<file path="src/rtl/fmul_pipe_if.sv">
// Operand-issue / result-writeback bundle for fmul_pipe.
// The slave side is the multiplier; the master side is the issue/writeback logic.
interface fmul_pipe_if #(
  parameter int unsigned EXP_W = 8,
  parameter int unsigned MAN_W = 23,
  parameter int unsigned TAG_W = 4
);
  localparam int unsigned DATA_W = 1 + EXP_W + MAN_W;

  logic              in_valid;
  logic              in_ready;
  logic [DATA_W-1:0] op1;
  logic [DATA_W-1:0] op2;
  logic [1:0]        r_mode;
  logic [TAG_W-1:0]  tag_in;
  logic              out_valid;
  logic              out_ready;
  logic [DATA_W-1:0] result;
  logic [TAG_W-1:0]  tag_out;
  logic [3:0]        flags;

  modport master (
    output in_valid, op1, op2, r_mode, tag_in, out_ready,
    input  in_ready, out_valid, result, tag_out, flags
  );

  modport slave (
    input  in_valid, op1, op2, r_mode, tag_in, out_ready,
    output in_ready, out_valid, result, tag_out, flags
  );
endinterface

</file>
<file path="src/rtl/fmul_pipe.sv">
// Pipelined floating-point multiplier: operand capture, S1 classify, S2 multiply,
// S3 normalise/round/pack. Global stall, DAZ, flush-to-zero, flags {NV,OF,UF,NX}.
module fmul_pipe #(
  parameter int unsigned EXP_W = 8,
  parameter int unsigned MAN_W = 23,
  parameter int unsigned TAG_W = 4
) (
  input logic        clk,
  input logic        rst,
  fmul_pipe_if.slave bus
);
  localparam int unsigned DATA_W = 1 + EXP_W + MAN_W;
  localparam int unsigned SIG_W  = MAN_W + 1;
  localparam int unsigned PROD_W = 2 * SIG_W;
  localparam int unsigned XE_W   = EXP_W + 2;
  localparam logic [XE_W-1:0] BIAS = XE_W'((2 ** (EXP_W - 1)) - 1);
  localparam logic signed [XE_W-1:0] EXP_MAX = XE_W'((2 ** EXP_W) - 1);

  typedef enum logic [1:0] {KNorm, KZero, KInf, KNan} kind_e;

  logic w_en;
  assign w_en         = !bus.out_valid || bus.out_ready;
  assign bus.in_ready = w_en;

  // Operand capture stage
  logic              r_in_valid;
  logic [DATA_W-1:0] r_in_op1, r_in_op2;
  logic [1:0]        r_in_mode;
  logic [TAG_W-1:0]  r_in_tag;

  always_ff @(posedge clk) begin
    if (rst) begin
      r_in_valid <= 1'b0;
      r_in_op1   <= '0;
      r_in_op2   <= '0;
      r_in_mode  <= '0;
      r_in_tag   <= '0;
    end else if (w_en) begin
      r_in_valid <= bus.in_valid;
      r_in_op1   <= bus.op1;
      r_in_op2   <= bus.op2;
      r_in_mode  <= bus.r_mode;
      r_in_tag   <= bus.tag_in;
    end
  end

  // S1: unpack and classify
  logic [EXP_W-1:0] w_e1, w_e2;
  logic [MAN_W-1:0] w_f1, w_f2;
  logic w_zero1, w_zero2, w_inf1, w_inf2, w_nan1, w_nan2, w_snan1, w_snan2;
  kind_e            w_kind;
  logic             w_nv;
  logic [XE_W-1:0]  w_s1_exp;

  assign w_e1    = r_in_op1[DATA_W-2 -: EXP_W];
  assign w_e2    = r_in_op2[DATA_W-2 -: EXP_W];
  assign w_f1    = r_in_op1[MAN_W-1:0];
  assign w_f2    = r_in_op2[MAN_W-1:0];
  assign w_zero1 = (w_e1 == '0);
  assign w_zero2 = (w_e2 == '0);
  assign w_inf1  = (&w_e1) && (w_f1 == '0);
  assign w_inf2  = (&w_e2) && (w_f2 == '0);
  assign w_nan1  = (&w_e1) && (w_f1 != '0);
  assign w_nan2  = (&w_e2) && (w_f2 != '0);
  assign w_snan1 = w_nan1 && !w_f1[MAN_W-1];
  assign w_snan2 = w_nan2 && !w_f2[MAN_W-1];
  assign w_s1_exp = XE_W'(w_e1) + XE_W'(w_e2) - BIAS;

  always_comb begin
    w_kind = KNorm;
    w_nv   = 1'b0;
    if (w_nan1 || w_nan2) begin
      w_kind = KNan;
      w_nv   = w_snan1 || w_snan2;
    end else if ((w_inf1 && w_zero2) || (w_zero1 && w_inf2)) begin
      w_kind = KNan;
      w_nv   = 1'b1;
    end else if (w_inf1 || w_inf2) begin
      w_kind = KInf;
    end else if (w_zero1 || w_zero2) begin
      // Denormals land here too: exponent field zero is treated as zero.
      w_kind = KZero;
    end
  end

  logic             r_s1_valid, r_s1_sign, r_s1_nv;
  logic [XE_W-1:0]  r_s1_exp;
  logic [SIG_W-1:0] r_s1_m1, r_s1_m2;
  kind_e            r_s1_kind;
  logic [1:0]       r_s1_mode;
  logic [TAG_W-1:0] r_s1_tag;

  always_ff @(posedge clk) begin
    if (rst) begin
      r_s1_valid <= 1'b0;
      r_s1_sign  <= 1'b0;
      r_s1_nv    <= 1'b0;
      r_s1_exp   <= '0;
      r_s1_m1    <= '0;
      r_s1_m2    <= '0;
      r_s1_kind  <= KNorm;
      r_s1_mode  <= '0;
      r_s1_tag   <= '0;
    end else if (w_en) begin
      r_s1_valid <= r_in_valid;
      r_s1_sign  <= r_in_op1[DATA_W-1] ^ r_in_op2[DATA_W-1];
      r_s1_nv    <= w_nv;
      r_s1_exp   <= w_s1_exp;
      r_s1_m1    <= {1'b1, w_f1};
      r_s1_m2    <= {1'b1, w_f2};
      r_s1_kind  <= w_kind;
      r_s1_mode  <= r_in_mode;
      r_s1_tag   <= r_in_tag;
    end
  end

  // S2: significand multiply
  logic              r_s2_valid, r_s2_sign, r_s2_nv;
  logic [XE_W-1:0]   r_s2_exp;
  logic [PROD_W-1:0] r_s2_prod;
  kind_e             r_s2_kind;
  logic [1:0]        r_s2_mode;
  logic [TAG_W-1:0]  r_s2_tag;

  always_ff @(posedge clk) begin
    if (rst) begin
      r_s2_valid <= 1'b0;
      r_s2_sign  <= 1'b0;
      r_s2_nv    <= 1'b0;
      r_s2_exp   <= '0;
      r_s2_prod  <= '0;
      r_s2_kind  <= KNorm;
      r_s2_mode  <= '0;
      r_s2_tag   <= '0;
    end else if (w_en) begin
      r_s2_valid <= r_s1_valid;
      r_s2_sign  <= r_s1_sign;
      r_s2_nv    <= r_s1_nv;
      r_s2_exp   <= r_s1_exp;
      r_s2_prod  <= PROD_W'(r_s1_m1) * PROD_W'(r_s1_m2);
      r_s2_kind  <= r_s1_kind;
      r_s2_mode  <= r_s1_mode;
      r_s2_tag   <= r_s1_tag;
    end
  end

  // S3: normalise, round, select, pack
  logic             w_norm, w_guard, w_sticky, w_inexact, w_inc, w_carry, w_ovf, w_unf;
  logic             w_use_inf;
  logic [MAN_W-1:0] w_frac;
  logic [MAN_W:0]   w_frac_rnd;
  logic [XE_W-1:0]  w_exp_fin;

  assign w_norm    = r_s2_prod[PROD_W-1];
  assign w_frac    = w_norm ? r_s2_prod[PROD_W-2 -: MAN_W] : r_s2_prod[PROD_W-3 -: MAN_W];
  assign w_guard   = w_norm ? r_s2_prod[MAN_W] : r_s2_prod[MAN_W-1];
  assign w_sticky  = w_norm ? (|r_s2_prod[MAN_W-1:0]) : (|r_s2_prod[MAN_W-2:0]);
  assign w_inexact = w_guard || w_sticky;

  always_comb begin
    w_inc = 1'b0;
    unique case (r_s2_mode)
      2'b00:   w_inc = w_guard && (w_sticky || w_frac[0]);
      2'b01:   w_inc = 1'b0;
      2'b10:   w_inc = w_inexact && r_s2_sign;
      default: w_inc = w_inexact && !r_s2_sign;
    endcase
  end

  // A rounding carry leaves the fraction field all-zero, which is already the renormalised value.
  assign w_frac_rnd = {1'b0, w_frac} + (MAN_W + 1)'(w_inc);
  assign w_carry    = w_frac_rnd[MAN_W];
  assign w_exp_fin  = r_s2_exp + XE_W'(w_norm) + XE_W'(w_carry);
  assign w_ovf      = $signed(w_exp_fin) >= EXP_MAX;
  assign w_unf      = $signed(w_exp_fin) <= $signed(XE_W'(0));
  assign w_use_inf  = (r_s2_mode == 2'b00) || ((r_s2_mode == 2'b11) && !r_s2_sign) ||
                      ((r_s2_mode == 2'b10) && r_s2_sign);

  logic [DATA_W-1:0] w_res;
  logic [3:0]        w_flags;

  always_comb begin
    w_res   = '0;
    w_flags = '0;
    unique case (r_s2_kind)
      KNan: begin
        w_res   = {1'b0, {EXP_W{1'b1}}, 1'b1, {(MAN_W - 1){1'b0}}};
        w_flags = {r_s2_nv, 3'b000};
      end
      KInf:  w_res = {r_s2_sign, {EXP_W{1'b1}}, {MAN_W{1'b0}}};
      KZero: w_res = {r_s2_sign, {(DATA_W - 1){1'b0}}};
      default: begin
        if (w_ovf) begin
          w_flags = 4'b0101;
          w_res   = w_use_inf ? {r_s2_sign, {EXP_W{1'b1}}, {MAN_W{1'b0}}}
                              : {r_s2_sign, {(EXP_W - 1){1'b1}}, 1'b0, {MAN_W{1'b1}}};
        end else if (w_unf) begin
          w_flags = 4'b0011;
          w_res   = {r_s2_sign, {(DATA_W - 1){1'b0}}};
        end else begin
          w_flags = {3'b000, w_inexact};
          w_res   = {r_s2_sign, w_exp_fin[EXP_W-1:0], w_frac_rnd[MAN_W-1:0]};
        end
      end
    endcase
  end

  logic              r_out_valid;
  logic [DATA_W-1:0] r_result;
  logic [TAG_W-1:0]  r_tag_out;
  logic [3:0]        r_flags;

  always_ff @(posedge clk) begin
    if (rst) begin
      r_out_valid <= 1'b0;
      r_result    <= '0;
      r_tag_out   <= '0;
      r_flags     <= '0;
    end else if (w_en) begin
      r_out_valid <= r_s2_valid;
      r_result    <= w_res;
      r_tag_out   <= r_s2_tag;
      r_flags     <= w_flags;
    end
  end

  assign bus.out_valid = r_out_valid;
  assign bus.result    = r_result;
  assign bus.tag_out   = r_tag_out;
  assign bus.flags     = r_flags;
endmodule

</file>
<file path="src/flat_wrapper.sv">
// flat-port wrapper written by rule: the top's interface ports become plain ports
module fmul_pipe_flat 
#(
  parameter int unsigned EXP_W = 8,
  parameter int unsigned MAN_W = 23,
  parameter int unsigned TAG_W = 4
)
  (clk, rst, bus_in_valid, bus_op1, bus_op2, bus_r_mode, bus_tag_in, bus_out_ready, bus_in_ready, bus_out_valid, bus_result, bus_tag_out, bus_flags);
  fmul_pipe_if #(.EXP_W(EXP_W), .MAN_W(MAN_W), .TAG_W(TAG_W)) bus_i ();
  input logic clk;
  input logic rst;
  input wire logic [$bits(bus_i.in_valid)-1:0] bus_in_valid;
  input wire logic [$bits(bus_i.op1)-1:0] bus_op1;
  input wire logic [$bits(bus_i.op2)-1:0] bus_op2;
  input wire logic [$bits(bus_i.r_mode)-1:0] bus_r_mode;
  input wire logic [$bits(bus_i.tag_in)-1:0] bus_tag_in;
  input wire logic [$bits(bus_i.out_ready)-1:0] bus_out_ready;
  output wire logic [$bits(bus_i.in_ready)-1:0] bus_in_ready;
  output wire logic [$bits(bus_i.out_valid)-1:0] bus_out_valid;
  output wire logic [$bits(bus_i.result)-1:0] bus_result;
  output wire logic [$bits(bus_i.tag_out)-1:0] bus_tag_out;
  output wire logic [$bits(bus_i.flags)-1:0] bus_flags;
  assign bus_i.in_valid = bus_in_valid;
  assign bus_i.op1 = bus_op1;
  assign bus_i.op2 = bus_op2;
  assign bus_i.r_mode = bus_r_mode;
  assign bus_i.tag_in = bus_tag_in;
  assign bus_i.out_ready = bus_out_ready;
  assign bus_in_ready = bus_i.in_ready;
  assign bus_out_valid = bus_i.out_valid;
  assign bus_result = bus_i.result;
  assign bus_tag_out = bus_i.tag_out;
  assign bus_flags = bus_i.flags;
  fmul_pipe #(.EXP_W(EXP_W), .MAN_W(MAN_W), .TAG_W(TAG_W)) u_core (.clk(clk), .rst(rst), .bus(bus_i));
endmodule
</file>
<file path="config.mk">
export PLATFORM = sky130hd
export DESIGN_NAME = fmul_pipe_flat
export DESIGN_NICKNAME = d
export VERILOG_FILES = /design/src/rtl/fmul_pipe_if.sv /design/src/rtl/fmul_pipe.sv /design/src/flat_wrapper.sv
export SDC_FILE = /design/constraint.sdc
export NUM_CORES = 2
export LEC_CHECK = 0
export ABC_AREA = 1
export CAP_MARGIN = 20
export CELL_PAD_IN_SITES_DETAIL_PLACEMENT = 1
export CELL_PAD_IN_SITES_GLOBAL_PLACEMENT = 1
export CORE_MARGIN = 3
export CORE_UTILIZATION = 42
export CTS_BUF_LIST = sky130_fd_sc_hd__clkbuf_8
export DETAILED_ROUTE_END_ITERATION = 10
export GPL_TIMING_DRIVEN = 0
export PLACE_DENSITY_LB_ADDON = 0.1
export SYNTH_ARGS = -nofsm -noshare
export SYNTH_HDL_FRONTEND = slang
export SYNTH_SLANG_ARGS = --single-unit
export TNS_END_PERCENT = 30
</file>
<file path="constraint.sdc">
create_clock -name clk -period 9.8 [get_ports clk]
set_input_delay 1.96 -clock clk [delete_from_list [all_inputs] [get_ports clk]]
set_output_delay 1.96 -clock clk [all_outputs]
set_load 0.02 [all_outputs]
</file>
==> results.tsv <==
metric	value	unit
status	completed	
tns	0	ns
worst_pin_slew	1.066	ns
regArea	0.004985	mm^2
setup_viol	0	
multi_input_area	0.02157	mm^2
io_pins	116	
drive_above_1_share	0.02294	
met3_length	4912	um
fin_nets	5336	
drc	0	
dieArea	0.07823	mm^2
powerDensity	99.45	mW/mm^2
port_buffers	115	
grt_pass1_vias	30740	
synth-edff-count	0	
num_rows	99	
die_h	279.7	um
gp_congestion	0.9307	
grt_pass1_wl	181100	um
routedWlPerCell	20.86	um
grtUsageTotal	0.3045	
ys_seq_area_frac	0.1584	
cts_sinks	249	
grt_max_degree	13	
placedCellCount	5506	
first_pass_iters	5	
max-vdd-ir-drop	0.1397	mV
fp.dieW	279.7	um
ys_warn_count	0	
layout-area-overhead-vs-synth	10.07	%
finalCriticalPeriod	7.991	ns
reg2reg_slack	1.81	ns
dr.max_layer_used	met4	
initial_utilization	0.4276	
synth-async-reset-ratio	0	
cts.clk_slew.worst_paths	0.06	ns
cp.required	10.28	ns
fin_crit_sh	0.8155	
coreArea	0.07358	mm^2
leakage	19.36	nW
cts_setup_buffers	0	
clock_latency	0.62	ns
routed_via_density	5.059	
hold_class	register to register	
critPathCaptureType	register	
clockBufferDepth	3	
max_stage_delay	0.86	ns
cts_resized	0	
synthCells	4432	
synth_area	0.03146	mm^2
synthFlopType	dfxtp_1	
synth_cell_types	40	
crit_family	adder cells	
grt-ovfl-total	0	
htree_levels	2	
worstPathMaxFanout	10	
cap_violations	0	
ys_ff_latch	249	
wl_met2	56740	um
syn_nets	5177	
crit_arrival	8.47	ns
drv_slew	0	
finalWirelength	116400	um
num_vias	28230	
skew	0.04684	ns
ant_nets	0	
crit_path_start_kind	register	
cts_inserted_buffers	42	
cts_root_buf	clkbuf_8	
report.final.hold_viol_count	0	
ctsHoldBuffers	0	
cp_cell_sequence	clkbuf_1 > clkbuf_1 > nand2_1 > fa_1 > fa_1 > inv_1 > fa_1 > inv_1 > fa_1 > inv_1 > fa_1 > fa_1 > inv_1 > fa_1 > inv_1 > ha_1 > a21oi_1 > o21ai_0 > a21oi_1 > nand3_1 > a21oi_1 > o21ai_0 > nand3_1 > inv_1	
slew_headroom	0.2896	
fill_cells	9568	
critPathSlowestCell	clkbuf_1	
rsz0062_at_grt	false	
fmax	125.1	MHz
crit_top_cell	fa_1	
synth_area_per_cell	7.099	um^2
fin_cells	5580	
criticalPathCategory	register to register	
drt-met1-wl	49600	um
dr.first_iter.drc_count	1393	
hpwl	97700	um
tritoncts	done	
antenna_found_initial	1	
crit_buf_inv	8	
-- final timing paths --
path	start	to	depth (start not counted)
worst max-delay path	u_core.r_s1_m1[10]	u_core.r_s2_prod[24]	24
worst min-delay path	u_core.r_s1_exp[9]	u_core.r_s1_exp[9]	2
worst max register to register	u_core.r_s1_m1[10]	u_core.r_s2_prod[24]	24
worst min register to register	u_core.r_s1_exp[9]	u_core.r_s1_exp[9]	2
-- power breakdown --
group / leakage (nW) / internal, W / switching [W]
clock: 0.476 / 0.000479 / 0.000458
sequential: 2.05 / 0.00111 / 0.0000659
combinational: 16.8 / 0.000447 / 0.000886
total: 19.4 / 0.00203 / 0.00141
-- routing by layer --
metal	track usage	up-vias
met3	0.03125	208
met2	0.5369	649
met1	0.3846	14060
met4	0.1196	0
met5	0	-
li1	-	13320
-- metrics by stage --
step / setup WS [ns] / power [W] / instance area [um^2] / hold slack, ns / util
finish: 1.809 / 0.003444 / 34630 / 0.4640 / 0.4707
floorplan: 3.809 / 0.001974 / 31460 / 0.4297 / -
detailed placement: 1.881 / 0.002509 / 33810 / 0.4530 / 0.4596
global placement: 1.918 / 0.002497 / 33810 / 0.4452 / 0.4596
CTS: 1.806 / 0.003477 / 34630 / 0.4629 / 0.4707
global route: 1.465 / 0.003679 / 34630 / 0.4867 / 0.4707
-- synthesized netlist by cell type, types with 3 or more instances --
cell / n / area share
a21boi_0: 3 / 0.00072
a21o_1: 3 / 0.00072
a21oi_1: 130 / 0.021
a31oi_1: 3 / 0.00060
buf_1: 11 / 0.0013
buf_2: 7 / 0.0011
buf_6: 9 / 0.0032
clkbuf_1: 209 / 0.025
dfxtp_1: 249 / 0.16
fa_1: 484 / 0.31
ha_1: 187 / 0.074
inv_1: 1043 / 0.12
nand2_1: 1109 / 0.13
nand2_2: 6 / 0.0012
nand3_1: 125 / 0.020
nand3_2: 3 / 0.00095
nand3b_1: 3 / 0.00072
nand4_1: 24 / 0.0048
nor2_1: 428 / 0.051
nor2_2: 6 / 0.0012
nor3_1: 11 / 0.0017
nor4_1: 14 / 0.0028
o211ai_1: 3 / 0.00072
o21a_1: 4 / 0.00095
o21ai_0: 278 / 0.044
o21ai_1: 5 / 0.00080
o21bai_1: 22 / 0.0052
o221ai_1: 3 / 0.00084
or2_2: 10 / 0.0020
xnor2_1: 6 / 0.0017
xor2_1: 21 / 0.0058
-- sequential cells by signal, summed over array words and instances, names as in the netlist, 2 cells and up --
register	cells
u_core.r_s2_prod	48
u_core.bus.result	32
u_core.r_in_op1	32
u_core.r_in_op2	32
u_core.r_s1_m2	24
u_core.r_s1_m1	23
u_core.r_s1_exp	10
u_core.r_s2_exp	10
u_core.bus.flags	4
u_core.bus.tag_out	4
u_core.r_in_tag	4
u_core.r_s1_tag	4
u_core.r_s2_tag	4
u_core.r_in_mode	2
u_core.r_s1_kind	2
u_core.r_s1_mode	2
u_core.r_s2_kind	2
u_core.r_s2_mode	2
-- cells in the final DEF, fill, tap and decap left out, types with 48 or more instances in the layout --
cell,synthesis,final
clkbuf_1,209,209
ha_1,187,187
o21ai_0,278,278
dfxtp_1,249,249
nor2_1,428,428
clkbuf_8,0,48
nand3_1,125,125
nand2_1,1109,1109
inv_1,1043,1058
clkdlybuf4s50_1,0,115
fa_1,484,484
a21oi_1,130,130
-- worst reg2reg max path, delay by kind of cell, from the launching register on --
kind / cells / cell delay (ns)
AOI/OAI and AO/OA: 5 / 1.09
buffers and inverters: 8 / 1.71
DFF: 1 / 0.30
and+or+nand+nor: 3 / 0.65
adders and majority gates: 8 / 4.09
-- kinds of logic after synthesis --
family,Yosys count,synth area share
adder cells (fa/ha/maj),671,0.3823
AND/OR/NAND/NOR,1743,0.2195
buffers and inverters,1285,0.1559
XOR/XNOR,27,0.007516
flip-flops,249,0.1584
AO/OA/AOI/OAI,457,0.07627
-- layout make-up --
cell class	count	area share
Clock buffer	48	0.01908
Antenna cell	1	0.00007225
Tap cell	959	0.03465
Clock inverter	25	0.004480
Buffer	237	0.02800
Multi-Input combinational cell	2898	0.6229
Inverter	1048	0.1137
Sequential cell	249	0.1439
Timing Repair Buffer	115	0.03324
No activity file was read; power rests on OpenSTA's default activity.
